`src/rtl/rc4_pkg.sv`:
```
// Shared types and default sizes for the rc4 keystream consumer.
package rc4_pkg;

  localparam int BYTE_W            = 8;
  localparam int LEN_W_DEF         = 16;
  localparam int KS_FIFO_DEPTH_DEF = 4;
  localparam int DROP_N_DEF        = 256;

  typedef logic [BYTE_W-1:0] byte_t;

  typedef enum logic [1:0] {
    ST_IDLE = 2'd0,
    ST_RUN  = 2'd1,
    ST_DONE = 2'd2
  } state_e;

endpackage

```
`src/rtl/rc4_stream_xor_if.sv`:
```
// Host-side bundle of rc4_stream_xor: message control, keystream, data in, data out.
interface rc4_stream_xor_if #(
  parameter int LEN_W = rc4_pkg::LEN_W_DEF
);
  import rc4_pkg::*;

  logic             start;
  logic [LEN_W-1:0] msg_length;
  logic             ks_valid;
  byte_t            ks_byte;
  logic             ks_ready;
  logic             din_valid;
  byte_t            din;
  logic             din_ready;
  logic             dout_valid;
  byte_t            dout;
  logic             dout_ready;
  logic [LEN_W-1:0] byte_cnt;
  logic             done;

  modport master (
    output start, msg_length, ks_valid, ks_byte, din_valid, din, dout_ready,
    input  ks_ready, din_ready, dout_valid, dout, byte_cnt, done
  );

  modport slave (
    input  start, msg_length, ks_valid, ks_byte, din_valid, din, dout_ready,
    output ks_ready, din_ready, dout_valid, dout, byte_cnt, done
  );

endinterface

```
`src/rtl/rc4_ks_fifo.sv`:
```
// Byte-wide synchronous FIFO buffering keystream between the rc4 core and the XOR stage.
module rc4_ks_fifo
  import rc4_pkg::*;
#(
  parameter int DEPTH = KS_FIFO_DEPTH_DEF
) (
  input  logic  clk,
  input  logic  rst_n,
  input  logic  flush,
  input  logic  push,
  input  byte_t wr_data,
  input  logic  pop,
  output byte_t rd_data,
  output logic  full,
  output logic  empty
);

  localparam int AW = $clog2(DEPTH);
  localparam int PW = AW + 1;

  byte_t         mem_q [DEPTH];
  logic [PW-1:0] wr_ptr_q, wr_ptr_d;
  logic [PW-1:0] rd_ptr_q, rd_ptr_d;

  // NOTE: combinational next-state logic uses blocking '='; only clocked processes use '<='.
  always_comb begin
    wr_ptr_d = wr_ptr_q;
    rd_ptr_d = rd_ptr_q;
    if (flush) begin
      wr_ptr_d = '0;
      rd_ptr_d = '0;
    end else begin
      if (push) wr_ptr_d = wr_ptr_q + PW'(1);
      if (pop)  rd_ptr_d = rd_ptr_q + PW'(1);
    end
  end

  always_ff @(posedge clk) begin
    if (!rst_n) begin
      wr_ptr_q <= '0;
      rd_ptr_q <= '0;
    end else begin
      wr_ptr_q <= wr_ptr_d;
      rd_ptr_q <= rd_ptr_d;
    end
  end

  // NOTE: storage has no reset; the pointers alone decide which entries are live.
  always_ff @(posedge clk) begin
    if (push && !flush) mem_q[wr_ptr_q[AW-1:0]] <= wr_data;
  end

  assign empty   = (wr_ptr_q == rd_ptr_q);
  assign full    = (wr_ptr_q[AW-1:0] == rd_ptr_q[AW-1:0]) && (wr_ptr_q[AW] != rd_ptr_q[AW]);
  assign rd_data = mem_q[rd_ptr_q[AW-1:0]];

endmodule

```
`src/rtl/rc4_stream_xor.sv`:
```
// XORs host bytes with buffered rc4 keystream (encrypt and decrypt alike), counting message bytes.
// Define RC4_DROP_EN to discard the first DROP_N keystream bytes of every message.
module rc4_stream_xor
  import rc4_pkg::*;
#(
  parameter int KS_FIFO_DEPTH = KS_FIFO_DEPTH_DEF,
  parameter int LEN_W         = LEN_W_DEF,
  parameter int DROP_N        = DROP_N_DEF
) (
  input logic             clk,
  input logic             rst_n,
  rc4_stream_xor_if.slave bus
);

  if (KS_FIFO_DEPTH < 2 || (KS_FIFO_DEPTH & (KS_FIFO_DEPTH - 1)) != 0) begin : g_bad_depth
    $error("KS_FIFO_DEPTH must be a power of 2 and at least 2");
  end
  if (DROP_N < 0) begin : g_bad_drop
    $error("DROP_N must be non-negative");
  end

  state_e           state_q, state_d;
  logic [LEN_W-1:0] len_q, len_d;
  logic [LEN_W-1:0] cnt_q, cnt_d;
  byte_t            dout_q, dout_d;
  logic             dout_valid_q, dout_valid_d;

  logic  in_run, start_ok, dout_free, xfer, ks_acc, dropping;
  logic  fifo_push, fifo_pop, fifo_full, fifo_empty;
  byte_t fifo_head;

  assign in_run    = (state_q == ST_RUN);
  assign start_ok  = bus.start && !in_run;
  assign dout_free = !dout_valid_q || bus.dout_ready;

  assign bus.din_ready = in_run && !dropping && !fifo_empty && (cnt_q < len_q) && dout_free;
  assign xfer          = bus.din_valid && bus.din_ready;
  assign fifo_pop      = xfer;
  assign bus.ks_ready  = in_run && (dropping || !fifo_full || fifo_pop);
  assign ks_acc        = bus.ks_valid && bus.ks_ready;
  assign fifo_push     = ks_acc && !dropping;

`ifdef RC4_DROP_EN
  localparam int DROP_W = $clog2(DROP_N + 2);

  logic [DROP_W-1:0] drop_cnt_q, drop_cnt_d;

  assign dropping = (drop_cnt_q != DROP_W'(DROP_N));

  always_comb begin
    drop_cnt_d = drop_cnt_q;
    if (start_ok)              drop_cnt_d = '0;
    else if (ks_acc && dropping) drop_cnt_d = drop_cnt_q + DROP_W'(1);
  end

  always_ff @(posedge clk) begin
    if (!rst_n) drop_cnt_q <= '0;
    else        drop_cnt_q <= drop_cnt_d;
  end
`else
  assign dropping = 1'b0;
`endif

  rc4_ks_fifo #(.DEPTH(KS_FIFO_DEPTH)) u_ks_fifo (
    .clk     (clk),
    .rst_n   (rst_n),
    .flush   (start_ok),
    .push    (fifo_push),
    .wr_data (bus.ks_byte),
    .pop     (fifo_pop),
    .rd_data (fifo_head),
    .full    (fifo_full),
    .empty   (fifo_empty)
  );

  // NOTE: every signal written here gets a default first, so no latch can be inferred.
  always_comb begin
    state_d      = state_q;
    len_d        = len_q;
    cnt_d        = cnt_q;
    dout_d       = dout_q;
    dout_valid_d = dout_valid_q;
    unique case (state_q)
      ST_IDLE, ST_DONE: begin
        if (start_ok) begin
          len_d   = bus.msg_length;
          cnt_d   = '0;
          state_d = (bus.msg_length == '0) ? ST_DONE : ST_RUN;
        end
      end
      ST_RUN: begin
        if (xfer) begin
          dout_d       = bus.din ^ fifo_head;
          dout_valid_d = 1'b1;
          cnt_d        = cnt_q + LEN_W'(1);
        end else if (bus.dout_ready) begin
          dout_valid_d = 1'b0;
        end
        // Final byte already taken and the output stage is draining this cycle.
        if (cnt_q == len_q && dout_free) state_d = ST_DONE;
      end
      default: state_d = ST_IDLE;
    endcase
  end

  always_ff @(posedge clk) begin
    if (!rst_n) begin
      state_q      <= ST_IDLE;
      len_q        <= '0;
      cnt_q        <= '0;
      dout_q       <= '0;
      dout_valid_q <= 1'b0;
    end else begin
      state_q      <= state_d;
      len_q        <= len_d;
      cnt_q        <= cnt_d;
      dout_q       <= dout_d;
      dout_valid_q <= dout_valid_d;
    end
  end

  assign bus.dout_valid = dout_valid_q;
  assign bus.dout       = dout_q;
  assign bus.byte_cnt   = cnt_q;
  assign bus.done       = (state_q == ST_DONE);

endmodule

```
`src/flat_wrapper.sv`:
```
// flat-port wrapper written by rule: the top's interface ports become plain ports
module rc4_stream_xor_flat import rc4_pkg::*;
#(
  parameter int KS_FIFO_DEPTH = KS_FIFO_DEPTH_DEF,
  parameter int LEN_W         = LEN_W_DEF,
  parameter int DROP_N        = DROP_N_DEF
)
  (clk, rst_n, bus_start, bus_msg_length, bus_ks_valid, bus_ks_byte, bus_din_valid, bus_din, bus_dout_ready, bus_ks_ready, bus_din_ready, bus_dout_valid, bus_dout, bus_byte_cnt, bus_done);
  rc4_stream_xor_if #(.LEN_W(LEN_W)) bus_i ();
  input logic clk;
  input logic rst_n;
  input wire logic [$bits(bus_i.start)-1:0] bus_start;
  input wire logic [$bits(bus_i.msg_length)-1:0] bus_msg_length;
  input wire logic [$bits(bus_i.ks_valid)-1:0] bus_ks_valid;
  input wire logic [$bits(bus_i.ks_byte)-1:0] bus_ks_byte;
  input wire logic [$bits(bus_i.din_valid)-1:0] bus_din_valid;
  input wire logic [$bits(bus_i.din)-1:0] bus_din;
  input wire logic [$bits(bus_i.dout_ready)-1:0] bus_dout_ready;
  output wire logic [$bits(bus_i.ks_ready)-1:0] bus_ks_ready;
  output wire logic [$bits(bus_i.din_ready)-1:0] bus_din_ready;
  output wire logic [$bits(bus_i.dout_valid)-1:0] bus_dout_valid;
  output wire logic [$bits(bus_i.dout)-1:0] bus_dout;
  output wire logic [$bits(bus_i.byte_cnt)-1:0] bus_byte_cnt;
  output wire logic [$bits(bus_i.done)-1:0] bus_done;
  assign bus_i.start = bus_start;
  assign bus_i.msg_length = bus_msg_length;
  assign bus_i.ks_valid = bus_ks_valid;
  assign bus_i.ks_byte = bus_ks_byte;
  assign bus_i.din_valid = bus_din_valid;
  assign bus_i.din = bus_din;
  assign bus_i.dout_ready = bus_dout_ready;
  assign bus_ks_ready = bus_i.ks_ready;
  assign bus_din_ready = bus_i.din_ready;
  assign bus_dout_valid = bus_i.dout_valid;
  assign bus_dout = bus_i.dout;
  assign bus_byte_cnt = bus_i.byte_cnt;
  assign bus_done = bus_i.done;
  rc4_stream_xor #(.KS_FIFO_DEPTH(KS_FIFO_DEPTH), .LEN_W(LEN_W), .DROP_N(DROP_N)) u_core (.clk(clk), .rst_n(rst_n), .bus(bus_i));
endmodule
```
`config.mk`:
```
export PLATFORM = sky130hd
export DESIGN_NAME = rc4_stream_xor_flat
export DESIGN_NICKNAME = d
export VERILOG_FILES = /design/src/rtl/rc4_pkg.sv /design/src/rtl/rc4_stream_xor_if.sv /design/src/rtl/rc4_ks_fifo.sv /design/src/rtl/rc4_stream_xor.sv /design/src/flat_wrapper.sv
export SDC_FILE = /design/constraint.sdc
export NUM_CORES = 1
export LEC_CHECK = 0
export CORE_AREA = 2 2 81 102
export DETAILED_ROUTE_END_ITERATION = 6
export DIE_AREA = 0 0 83 104
export PLACE_DENSITY = 0.78
export SLEW_MARGIN = 20
export SYNTH_ARGS = -nofsm -noshare
export SYNTH_HDL_FRONTEND = slang
export SYNTH_SLANG_ARGS = --single-unit
```
`constraint.sdc`:
```
create_clock -name clk -period 3.7 [get_ports clk]
set_clock_uncertainty 0.2 [all_clocks]
set_input_delay 0.37 -clock clk [delete_from_list [all_inputs] [get_ports clk]]
set_output_delay 0.37 -clock clk [all_outputs]
set_load 0.005 [all_outputs]
```
Word-level counts from Yosys, hierarchy flattened
Memory sizes are Yosys's and may differ from the RTL's. A register that Yosys moved wholly into a read port is not among the register bits.
Index checks and enable logic that the tools add are counted.
{ "word_totals": {"regBits": 49, "output_inout_bits": 28, "ramBits": 32, "wordCells": 64, "in_bits": 38, "n_memories": 1} }
{ "mem_list": {"columns": ["name", "depth", "word_bits", "read_ports", "rd_ports_with_merged_regs", "wr", "line_no", "source"], "rows": [
  ["u_core.u_ks_fifo.mem_q", 4, 8, 1, 1, 1, "rc4_ks_fifo.sv:21", "byte_t mem_q [DEPTH];"]
]} }
{ "classes": {"n_eq_ne": 9, "n_mux": 13, "reduce_logical": 28, "bitwise": 2, "order_cmp": 1, "add_sub_neg": 3} }
{ "ops": {"columns": ["op", "n"], "rows": [
  ["2-to-1 mux 16 bit", 2],
  ["case mux 16 bit (2 select lines)", 1],
  ["adder 16 x 1 -> 16 bit, second input constant", 1],
  ["== test 16 bit", 1],
  ["zero test 16 bit", 1],
  ["less-than comparator 16 bit", 1],
  ["logical AND 1 bit", 10],
  ["2-to-1 mux 2 bit", 5],
  ["AND reduction 2 bit", 4],
  ["bitwise XOR 8 bit", 1],
  ["adder 3 x 1 -> 3 bit, second input constant", 2],
  ["!= test 2 bit, second input constant", 3],
  ["zero test 1 bit", 5],
  ["2-to-1 mux 1 bit", 4],
  ["case mux 2 bit (2 select lines)", 1],
  ["nonzero test 2 bit", 2],
  ["OR reduction 2 bit", 2],
  ["== test 3 bit", 1],
  ["AND reduction 3 bit", 1],
  ["== test 2 x 1 -> 1 bit, second input constant", 1],
  ["== test 2 bit", 1],
  ["== test 2 bit, second input constant", 1],
  ["zero test 2 bit", 1],
  ["logical OR 1 bit", 2],
  ["other kinds (2)", 2]
]} }

Logic depth before layout (Yosys ltp)
Gate-level depths: netlist (run 1).
{ "depth": {"ltp_word": 12, "mapped_depth": 10, "mapped_depth_nobuf": 8} }

By module
Synthesis (run 1) repeated with hierarchy kept, for this count alone.
{ "hier_totals": {"hier_cells": 383, "hier_area_um2": 4050.1} }
{ "modules_own_cells": {"columns": ["mod", "cells_each", "instances", "seq_area_each_um2", "area_each_um2"], "rows": [
  ["rc4_stream_xor", 298, 1, 860.8, 2478.6],
  ["rc4_ks_fifo", 85, 1, 1121.1, 1571.5]
]} }

Worst setup path before layout (run 1)
OpenSTA, ideal clock, no wires.
{ "synth_path": {"path_type": "flip-flop to output port", "start": "register u_core.cnt_q[13], in the netlist u_core.bus.byte_cnt[13]", "end": "output bus_ks_ready", "path_slack_ps": 1039, "path_stages_with_launch": 9, "required_time_ps": 3130, "arrival_ps": 2091, "n_path_buf": 2, "cell_sequence": "dfxtp_1 > ha_1 > nand4_1 > nor4_2 > o21ai_1 > and4_1 > clkbuf_1 > buf_2 > or2_2"} }
{ "synth_via": {"elab_chain_len": 6} }
{ "synth_rtl": {"columns": ["element", "line_no", "source"], "rows": [
  ["start: declaration", "rc4_stream_xor.sv:24", "logic [LEN_W-1:0] cnt_q, cnt_d;"],
  ["start signal: assignment", "rc4_stream_xor.sv:116", "cnt_q <= cnt_d;"],
  ["less-than comparator 16 bit", "rc4_stream_xor.sv:36", "assign bus.din_ready = in_run && !dropping && !fifo_empty && (cnt_q < len_q) && dout_free;"],
  ["logical AND 1 bit (2 in a row)", "rc4_stream_xor.sv:36", null],
  ["logical AND 1 bit", "rc4_stream_xor.sv:37", "assign xfer = bus.din_valid && bus.din_ready;"],
  ["logical OR 1 bit", "rc4_stream_xor.sv:39", "assign bus.ks_ready = in_run && (dropping || !fifo_full || fifo_pop);"],
  ["logical AND 1 bit", "rc4_stream_xor.sv:39", null],
  ["end: declaration", "flat_wrapper.sv:19", "output wire logic [$bits(bus_i.ks_ready)-1:0] bus_ks_ready;"]
]} }
Every way passes these cells.

Final worst setup path (run 1)
Ends and elaborated chain as after synthesis.

==> results of run 1 <==
layout by cell type (no fill, tap or decap), types with 13 or more instances in the layout:
cell type / n
a21oi_1: 37
ha_1: 22
o21ai_0: 13
nand3_1: 15
inv_1: 21
clkdlybuf4s50_1: 65
nand2_1: 55
dfxtp_1: 51
edfxtp_1: 32
nor2_1: 26
worst reg2reg max path, cell delays in order (launching register included):
cell     delay [ps]
dfxtp_1         310
buf_4           160
ha_1            310
a21oi_1         150
o21ai_0         190
a211o_1         390
o41ai_4         490
and2_4          320
mux2_4          310
registers in the layout, indices dropped and copies added (netlist names), named ones only:
register,flops
u_core.u_ks_fifo.mem_q,32
u_core.len_q,16
u_core.u_ks_fifo.rd_ptr_q,3
u_core.bus.dout_valid,1
u_core.state_q,2
u_core.bus.byte_cnt,16
u_core.bus.dout,8
u_core.u_ks_fifo.wr_ptr_q,3
per-layer routing:
layer  routed length, um  part of all wire, %
met5                   0                    0
met2                4710                   52
met3                 317                  3.5
met1                3771                   42
met4                 252                  2.8
cell usage after synthesis (6+ instances only):
master	number
o21ai_0	13
a21oi_1	37
nand3_1	15
dfxtp_1	51
mux4_2	8
edfxtp_1	32
clkbuf_1	11
ha_1	22
a211oi_1	8
nand2_1	55
nor2_1	26
inv_1	21
xnor2_1	12
nand4_1	6
worst paths after layout:
check | slack, ps | startpoint | endpoint
min reg2reg | 260 | u_core.len_q[3]$_SDFFE_PN0P_ | u_core.len_q[3]$_SDFFE_PN0P_
max | 290 | u_core.bus.byte_cnt[13]$_SDFFE_PN0P_ | bus_ks_ready
max reg2reg | 760 | u_core.bus.byte_cnt[7]$_SDFFE_PN0P_ | u_core.u_ks_fifo.wr_ptr_q[2]$_SDFFE_PP0P_
min | 260 | u_core.len_q[3]$_SDFFE_PN0P_ | u_core.len_q[3]$_SDFFE_PN0P_
kinds of logic after synthesis:
family / count (synthesis)
muxes: 12
and+or+nand+nor: 149
xor gates and xnor gates: 13
buffers and inverters: 40
adders and majority gates: 22
AOI/OAI and AO/OA: 75
DFF: 83
power breakdown:
group          switching (mW)  total (mW)  internal, mW
Combinational           0.102       0.194        0.0921
Sequential             0.0107       0.978         0.968
Clock                   0.385       0.655         0.270
Total                   0.498        1.83          1.33
per-stage QoR:
step                      utilization [%]  setup WS (ps)  hold slack [ps]  instances  power (mW)
after floorplan                         -           1039            236.3        394       1.105
after global placement              61.86          771.8            247.4        547       1.187
after detailed placement            61.86          716.2            250.2        547       1.193
after CTS                           64.46          296.3            262.7        563       1.839
after global routing                64.46          162.6            277.1        563       1.891
final                               64.46          291.9            261.3        563       1.828
area by class of cell:
class	instances	area, um^2	area share [%]
timing repair buffer	77	740.7	14.92
sequential	83	1982	39.92
multi-input combinational	271	1844	37.15
clock inverter	7	76.32	1.537
inverter	21	78.83	1.588
clock buffer	9	123.9	2.495
tap	95	118.9	2.394
==> results.sh, run 1 <==
export IMPL_setup_violations_final=0
export IMPL_synthMuxAreaShare_pct=5.653
export IMPL_grt_pass1_wl_um=14530
export IMPL_slowest_delay_ps=450
export IMPL_period_needed_ps=3408
export IMPL_post_cts_buffers=0
export IMPL_fillers=610
export IMPL_grtUsageTotal_pct=21.20
export IMPL_hold_viol=0
export IMPL_rsz0062_at_grt="false"
export IMPL_dieArea_mm2=0.008632
export IMPL_synth_top_family_by_area="simple AND/OR/NAND/NOR gates"
export IMPL_synth_yosys_seq_area_share_pct=49.75
export IMPL_drtPass1Iterations=4
export IMPL_hold_path_class="reg -> reg"
export IMPL_syn_inst=394
export IMPL_initial_core_util_pct=51.72
export IMPL_synthSimpleGateAreaFrac_pct=18.81
export IMPL_holdPathStages=2
export IMPL_power_leakage_nw=1.767
export IMPL_path_buf_inv=1
export IMPL_grtUsageMet3_pct=3.810
export IMPL_synth_ff_latch_count=83
export IMPL_io_pins=66
export IMPL_cap_violations=0
export IMPL_clkTransAtPathRegs_ps=100
export IMPL_antenna_cells=0
export IMPL_cts_resized=0
export IMPL_cp_arrival_ps=2840
export IMPL_cp_slowest_cell="clkdlybuf4s50_1"
export IMPL_drt_iter0_drc=167
export IMPL_grt_util_met1_pct=24.47
export IMPL_yosysWarnings=0
export IMPL_cts_buffer_depth=2
export IMPL_die_y_um=104
export IMPL_power_density_mw_per_mm2=368.1
export IMPL_synth_enable_flop_cells=32
export IMPL_run_status="completed"
export IMPL_syn_area_per_cell_um2=10.11
export IMPL_synth_ff_type="dfxtp_1"
export IMPL_reg2reg_depth=8
export IMPL_synth_top_area_share_pct=25.63
export IMPL_dr_total_vias=3154
export IMPL_irDropWorstVdd_v=0.0003207
export IMPL_cp_start_kind="flip-flop"
export IMPL_crit_family="simple AND/OR/NAND/NOR gates"
export IMPL_via_per_inst=5.602
export IMPL_place_area_mm2=0.004765
export IMPL_critPathMaxFanout=6
export IMPL_hpwl_um=6699
export IMPL_synth_area_mm2=0.003984
export IMPL_fp_dieW_um=83
export IMPL_fin_area_mm2=0.004965
export IMPL_cts_tree="done"
export IMPL_worstSetupPathType="reg -> out"
export IMPL_num_rows=36
export IMPL_area_growth_pct=24.62
export IMPL_grt_pass1_vias=3091
export IMPL_crit_cells=7
export IMPL_drive_gt1_share_pct=10.90
export IMPL_routed_wl_um=9051
export IMPL_antenna_found_initial=0
export IMPL_worst_pin_slew_ps=579.0
export IMPL_grt_overflow_total=0
export IMPL_syn_nets=454
export IMPL_synth_largest_area_cell="dfxtp_1"
export IMPL_maxSlewHeadroom_pct=61.40
export IMPL_cts_hold_buf=0
export IMPL_nets=523
export IMPL_synth_xor_area_share_pct=2.858
export IMPL_synth_cell_type_count=54
export IMPL_cp_end_kind="output pin"
export IMPL_synth_compound_area_share_pct=12.06
export IMPL_cts_root_buffer_cell="clkbuf_8"
export IMPL_synth_adder_area_share_pct=6.910
export IMPL_cts_max_level=3
export IMPL_finalSetupTns_ps=0
export IMPL_async_reset_ff_share_pct=0
export IMPL_timing_fmax_ghz=0.2934
export IMPL_slew_viol_final=0
export IMPL_grt_use_met2_pct=37.44
export IMPL_worstPathRequired_ps=3130
export IMPL_cts_sinks=83
export IMPL_grt_max_degree=31
export IMPL_grt_busiest_layer="met2"
export IMPL_numPortBuffers=65
export IMPL_finalCritPeriodShare_pct=92.11
export IMPL_core_mm2=0.007702
export IMPL_ant_nets=0
export IMPL_ys_top_cells_by_area="dfxtp_1 (26%), edfxtp_1 (24%), ha_1 (6.9%), nand2_1 (5.2%), a21oi_1 (4.6%)"
export IMPL_cts_buffers=9
export IMPL_gp_congestion=0.8370
export IMPL_clock_latency_ps=370
export IMPL_cp_cell_sequence="ha_1 -> nand4_1 -> nor4_2 -> o21ai_1 -> and4_1 -> or2_2 -> clkdlybuf4s50_1"
export IMPL_drcViolationCount=0
export IMPL_wl_per_cell_um=16.08
(Power assumes the default switching activity.)
==> inputs of run 2 (changes only) <==
ABC_CLOCK_PERIOD_IN_PS = 3700   (was default)
SLEW_MARGIN = default   (was 20)
==> results of run 2 <==
No change in the layout: final DEF, timing and power equal those of run 1.
==> RTL change: new RTL, flow settings as in run 1 <==
The option `RC4_DROP_EN` is turned on by a define.
--- a/src/rtl/rc4_stream_xor.sv
+++ b/src/rtl/rc4_stream_xor.sv
@@ -2,2 +2,4 @@
 // Define RC4_DROP_EN to discard the first DROP_N keystream bytes of every message.
+`define RC4_DROP_EN
+
 module rc4_stream_xor
Function: changed (a bounded check fails within 4 cycles, from zero or initial values and one cycle with rst_n low).
==> RTL change against run 1 <==
Fmax fell by 0.45%. Setup slack got worse by 15 ps. Count of clock-buffer cells in the layout did not move. Synthesized area rose by 15%. Sequential cell count rose by 9. Critical path type unchanged. Final area rose by 11%. Power rose by 5.9%. Largest cell class is now multi-input combinational cells. Via count rose by 11%. Utilization rose by 7.0 points. Clock power rose by 4.1%. Register-to-register slack got worse by 270 ps. Routed wire length rose by 8.4%.
==> RTL change: results (changes against run 1) <==
Status
  – Result of the run: finished clean

Global route
  – GRT Total Usage: 23.5% (+2.3 points)
  – First-pass GRT wire length: 16.5 mm (+13%)
  – Initial antenna violation count: 0 (unchanged)
  – Maximum number of pins on one net before global-route repair: 49 (+58%)

Hold path
  – Worst Min Path Start: u_core.len_q[7]$_SDFFE_PN0P_
  – Min-delay worst type: reg -> reg

Synthesis
  – Part of the Yosys area used for sequential elements: 47.1% (-2.6 points)
  – Number of flops mapped to enable cells by yosys: 32 (unchanged)
  – Synthesized netlist net count: 511 (+13%)
  – Cell variety after synth: 40 (-26%)
  – Largest cells by area after synthesis: dfxtp_1 (26%), edfxtp_1 (21%), ha_1 (6.5%)
  – Top cells by instance count after synthesis: nand2_1 (79), dfxtp_1 (60), edfxtp_1 (32), ha_1 (24), inv_1 (23)

Place
  – Post-detailed-placement cell area: 0.00530 mm² (+11%)
  – # port buffers: 65 (unchanged)
  – Placer's final routability congestion estimate: 0.840 (+0.39%)
  – Half-perimeter wire length after placement: 7.25 mm (+8.3%)

CTS
  – Count of cells resized by post-cts repair: 0 (unchanged)
  – Clock edge transition at the registers on the reported setup and hold paths: 100 ps (about the same)

Finish
  – Largest register FFs: 32 (unchanged)
  – Count of filler cells inserted in the layout: 577 (-5.4%)
  – Share of cells above drive strength 1: 6.65% (-4.2 points)
  – Net count of the finished layout: 568 (+8.6%)

Setup path
  – Reg2Reg Launch Point: u_core.len_q[13]$_SDFFE_PN0P_
  – Slowest stage cell on the critical path: clkdlybuf4s50_1
  – Critical path's largest stage delay: 440 ps
  – Cell family contributing the most delay on the critical path: simple AND/OR/NAND/NOR gates
  – Largest fanout on the critical path: 11 (+5)
  – Arr. time, crit path: 2850 ps (about the same)
  – Critical path launch point type: register

Routing
  – WL per Instance: 16.2 µm (+0.71%)
  – Iteration-0 DRC count of the detailed router: 146 (-13%)
  – Via count: 3503 (+11%)

STA
  – Final setup viols: 0 (unchanged)
  – Worst-margin pin slew: 1020 ps (+442 ps)

Power
  – Max VDD drop: 516 µV (+61%)
  – Leakage power summed over all cells: 0.00203 µW (+15%)
==> RTL change: layer usage <==
layer / GRT usage [%] / share of wire, %
met5: 0 / 0
met4: 5.74 / 1.4
met3: 5.32 / 3.6
met2: 41.9 / 52
met1: 28.6 / 43
==> RTL change: path summary, 6_finish.rpt <==
| path | to | slack [ps] |
|---|---|---|
| max | bus_ks_ready | 280 |
| min | u_core.len_q[7]$_SDFFE_PN0P_ | 270 |
| max reg2reg | u_core.u_ks_fifo.mem_q[1][0]$_DFFE_PP_ | 490 |
| min reg2reg | u_core.len_q[7]$_SDFFE_PN0P_ | 270 |
==> RTL change: logic make-up after synthesis <==
family	after synthesis	share of synthesized area, %
buffers and inverters	47	4.09
AOI/OAI and AO/OA	82	14.0
xor gates and xnor gates	15	2.86
adders and majority gates	24	6.54
and+or+nand+nor	164	17.8
muxes	25	7.63
DFF	92	47.1
==> RTL change: stage by stage <==
step                      hold slack, ps  setup WS [ps]  utilization (%)  cells  total power [µW]
after floorplan                      238            914                -    449              1190
after global placement               251            511             68.7    590              1270
after detailed placement             260            410             68.7    590              1280
after CTS                            275            252             71.4    606              1950
after global routing                 297           36.2             71.4    606              2010
final                                269            277             71.4    606              1940
==> RTL change: where the power goes <==
group          internal (µW)  switching, µW  leakage, µW  total (µW)
registers               1060           10.5     0.000774        1070
logic                   86.2           98.9      0.00116         185
clock network            271            411     0.000104         682
==> RTL change: worst reg2reg max path, cell delays in order, from the launching register on <==
cell and delay (ps):
dfxtp_1 350, inv_1 60, ha_1 310, a21oi_1 270, o2111ai_4 160, a2111oi_4 410
nand4b_4 240, a21oi_1 450, and2_1 430
==> RTL change: final cells by class <==
| class | count | area (µm²) | share of cell area (%) |
|---|---|---|---|
| clock buffer | 9 | 124 | 2.25 |
| inverter | 23 | 86.3 | 1.57 |
| multi-input combinational | 310 | 2240 | 40.7 |
| clock inverter | 7 | 81.3 | 1.48 |
| timing repair buffer | 70 | 688 | 12.5 |
| sequential | 92 | 2160 | 39.3 |
| tap | 95 | 119 | 2.16 |
